## config.mk

```make
export PLATFORM = sky130hd
export DESIGN_NAME = ctrl_decode_stage_flat
export DESIGN_NICKNAME = d
export VERILOG_FILES = /design/src/rtl/ctrl_decode_stage_if.sv /design/src/rtl/ctrl_decode_stage.sv /design/src/flat_wrapper.sv
export SDC_FILE = /design/constraint.sdc
export NUM_CORES = 1
export LEC_CHECK = 0
export ABC_AREA = 1
export BUFFER_PORTS_ARGS = -buffer_cell sky130_fd_sc_hd__buf_2
export CORE_MARGIN = 1.5
export CORE_UTILIZATION = 45
export CTS_CLUSTER_SIZE = 16
export DETAILED_ROUTE_END_ITERATION = 10
export PLACE_DENSITY = 0.77
export RECOVER_POWER = 100
export SYNTH_ARGS = -nofsm -noshare
export SYNTH_HDL_FRONTEND = slang
export SYNTH_SLANG_ARGS = --single-unit
```

## constraint.sdc

```tcl
create_clock -name clk -period 1.8 [get_ports clk]
set_clock_uncertainty 0.15 [all_clocks]
set_input_delay 0.18 -clock clk [delete_from_list [all_inputs] [get_ports clk]]
set_output_delay 0.18 -clock clk [all_outputs]
set_load 0.01 [all_outputs]
```

## src/rtl/ctrl_decode_stage_if.sv

```systemverilog
// Interface bundling the decode stage's upstream handshake, downstream handshake,
// registered control bundle and performance counters.
interface ctrl_decode_stage_if #(
  parameter int OP_W = 8,
  parameter int RA_W = 5
);
  logic            in_valid;
  logic            in_ready;
  logic [OP_W-1:0] op;
  logic [RA_W-1:0] ra;
  logic [RA_W-1:0] rb;
  logic [RA_W-1:0] rd;
  logic            flush;
  logic            out_ready;
  logic            out_valid;
  logic [RA_W-1:0] out_rd;
  logic [1:0]      alu_src;
  logic [3:0]      alu_op;
  logic            alu_op2;
  logic [1:0]      branch_flag;
  logic            jump_flag;
  logic            mem_sign_extend;
  logic            pc_src;
  logic [3:0]      mem_read;
  logic [3:0]      mem_write;
  logic            rb_select;
  logic [1:0]      mem_to_reg;
  logic            reg_write;
  logic [15:0]     stall_cnt;
  logic [15:0]     flush_cnt;

  modport slave (
    input  in_valid, op, ra, rb, rd, flush, out_ready,
    output in_ready, out_valid, out_rd, alu_src, alu_op, alu_op2, branch_flag,
           jump_flag, mem_sign_extend, pc_src, mem_read, mem_write, rb_select,
           mem_to_reg, reg_write, stall_cnt, flush_cnt
  );

  modport master (
    output in_valid, op, ra, rb, rd, flush, out_ready,
    input  in_ready, out_valid, out_rd, alu_src, alu_op, alu_op2, branch_flag,
           jump_flag, mem_sign_extend, pc_src, mem_read, mem_write, rb_select,
           mem_to_reg, reg_write, stall_cnt, flush_cnt
  );
endinterface

```

## src/rtl/ctrl_decode_stage.sv

```systemverilog
// Registered opcode decode stage: valid/ready pipeline register, load-use bubbles,
// multi-cycle multiply sequencing and flush. Define CTRL_DECODE_PERF_EN for stall/flush counters.
module ctrl_decode_stage #(
  parameter int OP_W       = 8,
  parameter int RA_W       = 5,
  parameter int MUL_CYCLES = 3
) (
  input logic                clk,
  input logic                reset,
  ctrl_decode_stage_if.slave bus
);
  localparam int CNT_W = (MUL_CYCLES > 1) ? $clog2(MUL_CYCLES) : 1;

  typedef struct packed {
    logic [1:0] alu_src;
    logic [3:0] alu_op;
    logic       alu_op2;
    logic [1:0] branch_flag;
    logic       jump_flag;
    logic       mem_sign_extend;
    logic       pc_src;
    logic [3:0] mem_read;
    logic [3:0] mem_write;
    logic       rb_select;
    logic [1:0] mem_to_reg;
    logic       reg_write;
  } ctrl_t;

  typedef enum logic {RUN, MULWAIT} state_t;

  state_t          state_q, state_d;
  logic [CNT_W-1:0] cnt_q, cnt_d;
  ctrl_t           bundle_q, bundle_d, dec;
  logic            valid_q, valid_d;
  logic [RA_W-1:0] rd_q, rd_d;
  logic            load_en, hazard, ready, is_mul, op_hi_set;
  logic [7:0]      op_lo;

  assign op_lo     = bus.op[7:0];
  assign op_hi_set = (bus.op >> 8) != '0;

  always_comb begin
    dec    = '0;
    is_mul = 1'b0;
    if (!op_hi_set) begin
      case (op_lo)
        8'h08, 8'h10, 8'h18, 8'h28, 8'h30, 8'h38, 8'h40, 8'h48, 8'h50, 8'h58, 8'h07: begin
          dec.mem_to_reg = 2'b01;
          dec.reg_write  = 1'b1;
        end
        8'h03, 8'h0B, 8'h13, 8'h23, 8'h1B, 8'h2B, 8'h33: begin
          dec.alu_src    = 2'b01;
          dec.mem_to_reg = 2'b01;
          dec.reg_write  = 1'b1;
        end
        8'h19, 8'h11, 8'h09: begin
          dec.alu_src   = 2'b01;
          dec.rb_select = 1'b1;
        end
        8'h31, 8'h29, 8'h21, 8'h51, 8'h49: begin
          dec.alu_src   = 2'b01;
          dec.rb_select = 1'b1;
          dec.reg_write = 1'b1;
        end
        8'h39, 8'h41: dec.rb_select = 1'b1;
        8'h04: begin
          dec.jump_flag  = 1'b1;
          dec.mem_to_reg = 2'b10;
          dec.reg_write  = 1'b1;
          dec.pc_src     = 1'b1;
        end
        default: ;
      endcase
      case (op_lo)
        8'h10, 8'h0B, 8'h39, 8'h41: dec.alu_op = 4'd1;
        8'h18, 8'h07, 8'h13:        dec.alu_op = 4'd2;
        8'h38, 8'h23:               dec.alu_op = 4'd3;
        8'h30, 8'h1B:               dec.alu_op = 4'd4;
        8'h28, 8'h2B:               dec.alu_op = 4'd5;
        8'h48:                      dec.alu_op = 4'd6;
        8'h58:                      dec.alu_op = 4'd7;
        8'h50:                      dec.alu_op = 4'd8;
        8'h40, 8'h33:               dec.alu_op = 4'd9;
        default: ;
      endcase
      case (op_lo)
        8'h19: dec.mem_write = 4'b1111;
        8'h11: dec.mem_write = 4'b0011;
        8'h09: dec.mem_write = 4'b0001;
        8'h31: dec.mem_read  = 4'b1111;
        8'h29: dec.mem_read  = 4'b0011;
        8'h21: dec.mem_read  = 4'b0001;
        8'h51: begin dec.mem_read = 4'b0011; dec.mem_sign_extend = 1'b1; end
        8'h49: begin dec.mem_read = 4'b0001; dec.mem_sign_extend = 1'b1; end
        8'h39: dec.branch_flag = 2'b01;
        8'h41: dec.branch_flag = 2'b10;
        8'h07: dec.alu_op2 = 1'b1;
        default: ;
      endcase
      is_mul = (op_lo == 8'h18) || (op_lo == 8'h07) || (op_lo == 8'h13);
    end
  end

  // The hazard compare ignores rb_select on purpose: a false bubble is cheaper than a decode dependency.
  assign load_en = bus.out_ready | ~valid_q;
  assign hazard  = valid_q && (bundle_q.mem_read != '0) && (rd_q != '0) &&
                   ((rd_q == bus.ra) || (rd_q == bus.rb));
  assign ready   = load_en && (state_q == RUN) && !hazard && !bus.flush;

  always_comb begin
    state_d  = state_q;
    cnt_d    = cnt_q;
    bundle_d = bundle_q;
    valid_d  = valid_q;
    rd_d     = rd_q;
    if (bus.flush) begin
      state_d  = RUN;
      cnt_d    = '0;
      bundle_d = '0;
      valid_d  = 1'b0;
      rd_d     = '0;
    end else if (state_q == MULWAIT) begin
      if (cnt_q <= CNT_W'(1)) begin
        state_d = RUN;
        cnt_d   = '0;
        valid_d = 1'b1;
      end else begin
        cnt_d = cnt_q - 1'b1;
      end
    end else if (load_en) begin
      if (hazard) begin
        bundle_d = '0;
        valid_d  = 1'b1;
        rd_d     = '0;
      end else if (bus.in_valid) begin
        bundle_d = dec;
        rd_d     = bus.rd;
        valid_d  = 1'b1;
        if (is_mul && (MUL_CYCLES > 1)) begin
          state_d = MULWAIT;
          cnt_d   = CNT_W'(MUL_CYCLES - 1);
          valid_d = 1'b0;
        end
      end else begin
        bundle_d = '0;
        valid_d  = 1'b0;
        rd_d     = '0;
      end
    end
  end

  always_ff @(posedge clk) begin
    if (reset) begin
      state_q  <= RUN;
      cnt_q    <= '0;
      bundle_q <= '0;
      valid_q  <= 1'b0;
      rd_q     <= '0;
    end else begin
      state_q  <= state_d;
      cnt_q    <= cnt_d;
      bundle_q <= bundle_d;
      valid_q  <= valid_d;
      rd_q     <= rd_d;
    end
  end

  assign bus.in_ready        = ready;
  assign bus.out_valid       = valid_q;
  assign bus.out_rd          = rd_q;
  assign bus.alu_src         = bundle_q.alu_src;
  assign bus.alu_op          = bundle_q.alu_op;
  assign bus.alu_op2         = bundle_q.alu_op2;
  assign bus.branch_flag     = bundle_q.branch_flag;
  assign bus.jump_flag       = bundle_q.jump_flag;
  assign bus.mem_sign_extend = bundle_q.mem_sign_extend;
  assign bus.pc_src          = bundle_q.pc_src;
  assign bus.mem_read        = bundle_q.mem_read;
  assign bus.mem_write       = bundle_q.mem_write;
  assign bus.rb_select       = bundle_q.rb_select;
  assign bus.mem_to_reg      = bundle_q.mem_to_reg;
  assign bus.reg_write       = bundle_q.reg_write;

`ifdef CTRL_DECODE_PERF_EN
  logic [15:0] stall_q, flush_q;

  always_ff @(posedge clk) begin
    if (reset) begin
      stall_q <= '0;
      flush_q <= '0;
    end else begin
      if (bus.in_valid && !ready && !bus.flush && (stall_q != 16'hFFFF))
        stall_q <= stall_q + 16'd1;
      if (bus.flush && (flush_q != 16'hFFFF))
        flush_q <= flush_q + 16'd1;
    end
  end

  assign bus.stall_cnt = stall_q;
  assign bus.flush_cnt = flush_q;
`else
  assign bus.stall_cnt = '0;
  assign bus.flush_cnt = '0;
`endif
endmodule

```

## src/flat_wrapper.sv

```systemverilog
// flat-port wrapper written by rule: the top's interface ports become plain ports
module ctrl_decode_stage_flat 
#(
  parameter int OP_W       = 8,
  parameter int RA_W       = 5,
  parameter int MUL_CYCLES = 3
)
  (clk, reset, bus_in_valid, bus_op, bus_ra, bus_rb, bus_rd, bus_flush, bus_out_ready, bus_in_ready, bus_out_valid, bus_out_rd, bus_alu_src, bus_alu_op, bus_alu_op2, bus_branch_flag, bus_jump_flag, bus_mem_sign_extend, bus_pc_src, bus_mem_read, bus_mem_write, bus_rb_select, bus_mem_to_reg, bus_reg_write, bus_stall_cnt, bus_flush_cnt);
  ctrl_decode_stage_if #(.OP_W(OP_W), .RA_W(RA_W)) bus_i ();
  input logic clk;
  input logic reset;
  input wire logic [$bits(bus_i.in_valid)-1:0] bus_in_valid;
  input wire logic [$bits(bus_i.op)-1:0] bus_op;
  input wire logic [$bits(bus_i.ra)-1:0] bus_ra;
  input wire logic [$bits(bus_i.rb)-1:0] bus_rb;
  input wire logic [$bits(bus_i.rd)-1:0] bus_rd;
  input wire logic [$bits(bus_i.flush)-1:0] bus_flush;
  input wire logic [$bits(bus_i.out_ready)-1:0] bus_out_ready;
  output wire logic [$bits(bus_i.in_ready)-1:0] bus_in_ready;
  output wire logic [$bits(bus_i.out_valid)-1:0] bus_out_valid;
  output wire logic [$bits(bus_i.out_rd)-1:0] bus_out_rd;
  output wire logic [$bits(bus_i.alu_src)-1:0] bus_alu_src;
  output wire logic [$bits(bus_i.alu_op)-1:0] bus_alu_op;
  output wire logic [$bits(bus_i.alu_op2)-1:0] bus_alu_op2;
  output wire logic [$bits(bus_i.branch_flag)-1:0] bus_branch_flag;
  output wire logic [$bits(bus_i.jump_flag)-1:0] bus_jump_flag;
  output wire logic [$bits(bus_i.mem_sign_extend)-1:0] bus_mem_sign_extend;
  output wire logic [$bits(bus_i.pc_src)-1:0] bus_pc_src;
  output wire logic [$bits(bus_i.mem_read)-1:0] bus_mem_read;
  output wire logic [$bits(bus_i.mem_write)-1:0] bus_mem_write;
  output wire logic [$bits(bus_i.rb_select)-1:0] bus_rb_select;
  output wire logic [$bits(bus_i.mem_to_reg)-1:0] bus_mem_to_reg;
  output wire logic [$bits(bus_i.reg_write)-1:0] bus_reg_write;
  output wire logic [$bits(bus_i.stall_cnt)-1:0] bus_stall_cnt;
  output wire logic [$bits(bus_i.flush_cnt)-1:0] bus_flush_cnt;
  assign bus_i.in_valid = bus_in_valid;
  assign bus_i.op = bus_op;
  assign bus_i.ra = bus_ra;
  assign bus_i.rb = bus_rb;
  assign bus_i.rd = bus_rd;
  assign bus_i.flush = bus_flush;
  assign bus_i.out_ready = bus_out_ready;
  assign bus_in_ready = bus_i.in_ready;
  assign bus_out_valid = bus_i.out_valid;
  assign bus_out_rd = bus_i.out_rd;
  assign bus_alu_src = bus_i.alu_src;
  assign bus_alu_op = bus_i.alu_op;
  assign bus_alu_op2 = bus_i.alu_op2;
  assign bus_branch_flag = bus_i.branch_flag;
  assign bus_jump_flag = bus_i.jump_flag;
  assign bus_mem_sign_extend = bus_i.mem_sign_extend;
  assign bus_pc_src = bus_i.pc_src;
  assign bus_mem_read = bus_i.mem_read;
  assign bus_mem_write = bus_i.mem_write;
  assign bus_rb_select = bus_i.rb_select;
  assign bus_mem_to_reg = bus_i.mem_to_reg;
  assign bus_reg_write = bus_i.reg_write;
  assign bus_stall_cnt = bus_i.stall_cnt;
  assign bus_flush_cnt = bus_i.flush_cnt;
  ctrl_decode_stage #(.OP_W(OP_W), .RA_W(RA_W), .MUL_CYCLES(MUL_CYCLES)) u_core (.clk(clk), .reset(reset), .bus(bus_i));
endmodule
```

==> results by group <==
Status
  • Status: complete, but fails checks
  • Failing checks: design-rule violations

Global route
  • Met3 usage: 0.0422
  • Total GRT Usage: 0.194
  • Total gr overflow: 0
  • First-pass GRT wire length: 7970 um
  • Vias in the first global route: between 1,500 and 2,000
  • Antenna violations before repair: 0
  • Met1 Track Usage GR: 0.221
  • Met2 GRT Util: 0.355
  • Busiest grt layer: met2
  • Largest net degree at the start of global routing: 27

Critical path
  • Number of cells on the worst reg-to-reg path: 13
  • CP arrival: approximately 1400 ps
  • Slowest stage delay, CP: 360 ps
  • CP Cell Sequence: inv_2 > nand2_1 > nand2_1 > nor2_2 > nand3_1 > nand2_1 > nand2_2 > nand2_4 > nor2_1 > buf_2
  • Crit-path slowest cell: dfxtp_2
  • Setup crit end kind: primary output
  • CP Max Fanout: 5
  • RR Startpoint: u_core.bus.out_rd[2]
  • RR Endpoint: u_core.bus.alu_op[0]
  • Worst path top cell family by delay: simple AND/OR/NAND/NOR gates
  • Worst path required time: 1470 ps
  • Worst path bufs/invs: 2
  • CP dominant cell by count: nand2_1
  • CP Class: flop to primary output
  • Startpoint Class: flop
  • R2R Setup Slk: 90 ps

STA
  • Final worst path period share: 0.955
  • Setup TNS: 0 ps
  • RSZ-0062 raised after global routing: yes
  • Final Hold Vio Count: 0
  • Max-slew violation count: 0
  • Maximum clock frequency: 582 MHz
  • Final hold slack: 2.89 ps
  • Final setup viols: 0
  • Fin crit period: 1720 ps

Clock tree
  • Clock transition at the registers of the reported paths: 60 ps
  • CTS root buf: clkbuf_8
  • Clk sinks: 29
  • CTS buffer count: 5
  • # H-tree levels: 2
  • CTS tree: done
  • Clock tree buffer depth: 2
  • Worst-Skew Late Latency: 280 ps

Synth
  • Syn Std Cell Area: 2110 um^2
  • Synth Area per Inst: a little under 6 um^2
  • Synth Instances: 363
  • Synth warn: 0
  • Unique masters post-synth: 22
  • Sequential-to-total area share from yosys stat: 0.275
  • Number of synthesized register bits: 29

Floorplan
  • Core ar.: between 4000 and 5000 um^2
  • Ports: 91
  • Die area: 5100 um^2
  • Initial Utilization: 0.474
  • Die width: approximately 71 um
  • Core Rows: 24
  • Die Height: 71.4 um

Placement
  • Post-placement cell area: between 2000 and 2500 um^2
  • Hpwl dp: 3800 um
  • GPL Wtd Cong: roughly 0.88
  • Port bufs: 57
  • Cells after DPL: 466

Drt
  • First-pass detailed-route iteration total: 7
  • Routed WL per cell: 10.5 um
  • Routed Antenna Nets: 0
  • DRC errors left: 7
  • Iteration-0 DRC Markers: 155
  • Vias post-DR: 2,252
  • DR vias/cell: 4.65
  • Routed WL: about 5100 um

Cells and area
  • Final instance area: 2510 um^2
  • ANT cells: 0
  • Fill cell count: around 460
  • Final std cells w/o fill: around 480
  • Share of cells above drive strength 1: 0.178
  • Area taken by multi-input logic gates: roughly 1200 um^2
  • Final layout net count: 459
  • Reg area: 594 um^2
  • Max FFs per register: 5
  • Area Overhead vs Synth: 19.3%
  • Most common cell after layout, fill and taps aside: nand2_1
  • Most frequent cells in the layout: nand2_1, nor2_1, inv_1, buf_2, conb_1

Min path
  • Worst Hold Class: input pin to flop
  • Hold Path Stages: 3
  • Hold_sp: bus_rd[3]
  • Hold-critical path endpoint: u_core.bus.out_rd[3]

Pwr
  • Clock Power Share: 0.398
  • Flop pwr share: 0.448
  • Leak: 1.38 nW
  • Sw power: slightly below 0.4 mW
  • Cell Int Power: roughly 1.1 mW
  • Net Sw Frac: 0.266
  • Maximum vdd ir drop: 285 uV
  • Pwr dens: 579 nW/um^2
  • Gate power share: 0.154

Run
  • # Max-Cap Violations: 0
==> final cells by class <==
| type | instances | area share |
|---|---|---|
| Multi-Input combinational cell | 281 | 0.478 |
| Clock buffer | 7 | 0.0383 |
| Timing Repair Buffer | 71 | 0.155 |
| Sequential cell | 29 | 0.236 |
| Tap cell | 52 | 0.0259 |
| Inverter | 43 | 0.0642 |
| Clock inverter | 1 | 0.00199 |
==> routing by layer <==
layer | vias up | wire (um) | part of all wire
met4 | 0 | 66 | 0.013
li1 | 1186 | - | -
met1 | 984 | 2170 | 0.43
met5 | - | 0 | 0
met3 | 10 | 280 | 0.055
met2 | 72 | 2540 | 0.50
==> metrics by stage <==
| stage | util | power, mW | setup WS, ps |
|---|---|---|---|
| finish | 0.566 | 1.46 | 81.0 |
| global route | 0.566 | 1.53 | -47.4 |
| CTS | 0.557 | 1.47 | 5.79 |
| detailed placement | 0.521 | 0.877 | 98.0 |
| global placement | 0.521 | 0.873 | 143 |
| floorplan | - | 0.860 | 250 |
==> cell usage after synthesis <==
library cell    n  area (um^2)
nand2_1       128          480
nor2_1         53          199
inv_1          42          158
buf_4          36          270
dfxtp_1        29          581
a21oi_1        28          140
nand3_1        17         85.1
nand4_1         5         31.3
clkbuf_1        4         15.0
o21ai_0         3         15.0
a21oi_2         2         17.5
buf_6           2         22.5
nand2_2         2         12.5
nor3_1          2         10.0
o211ai_1        2         15.0
xnor2_1         2         17.5
clkinv_1        1         3.75
conb_1          1         3.75
nor2_2          1         6.26
nor2_4          1         11.3
o31ai_1         1         7.51
or2_2           1         6.26
==> worst max path at each step <==
stage,startpoint,end,slack [ps],cells past startpoint
after floorplan,u_core.bus.out_rd[0],u_core.bus.branch_flag[0],250,11
after global placement,u_core.bus.out_rd[1],u_core.bus.jump_flag,140,12
after detailed placement,u_core.bus.out_rd[0],u_core.bus.jump_flag,100,11
after CTS,u_core.bus.out_rd[3],bus_in_ready,6,10
after global routing,u_core.bus.out_rd[3],bus_in_ready,-50,10
final,u_core.bus.out_rd[3],bus_in_ready,80,10
==> cells by family (layout without fill, tap and decap cells) <==
family          after synthesis  after routing  share of synthesized area
buf+inv                      85            122                      0.223
other cells                   1             33                    0.00178
simple gates                210            210                      0.399
xor+xnor                      2              2                    0.00831
compound gates               36             36                     0.0926
flops                        29             29                      0.275
==> worst register-to-register path: cells and delay by family, from the launching register on <==
kind | cells | cell delay, ps
AND/OR/NAND/NOR | 9 | 640
buffers and inverters | 3 | 380
flip-flops | 1 | 350
AO/OA/AOI/OAI | 1 | 110
==> what timing repair did <==
| action | in CTS | in global routing |
|---|---|---|
| endpoints found under the hold margin | 4 | 0 |
| setup endpoints to repair | 1 | 1 |
| gates resized for setup | 6 | 11 |
| buffers inserted | 1 | 5 |
| hold buffers | 4 | 0 |
| pin swaps | 0 | 1 |
==> power groups by stage <==
stage / logic, mW / registers (mW) / clock network [mW]
6_report: 0.225 / 0.652 / 0.579
5_1_grt: 0.252 / 0.652 / 0.626
4_1_cts: 0.218 / 0.655 / 0.595
3_5_place_dp: 0.209 / 0.669 / 0
3_3_place_gp: 0.205 / 0.668 / 0
2_1_floorplan: 0.190 / 0.670 / 0
No activity file was read; power rests on OpenSTA's default activity.
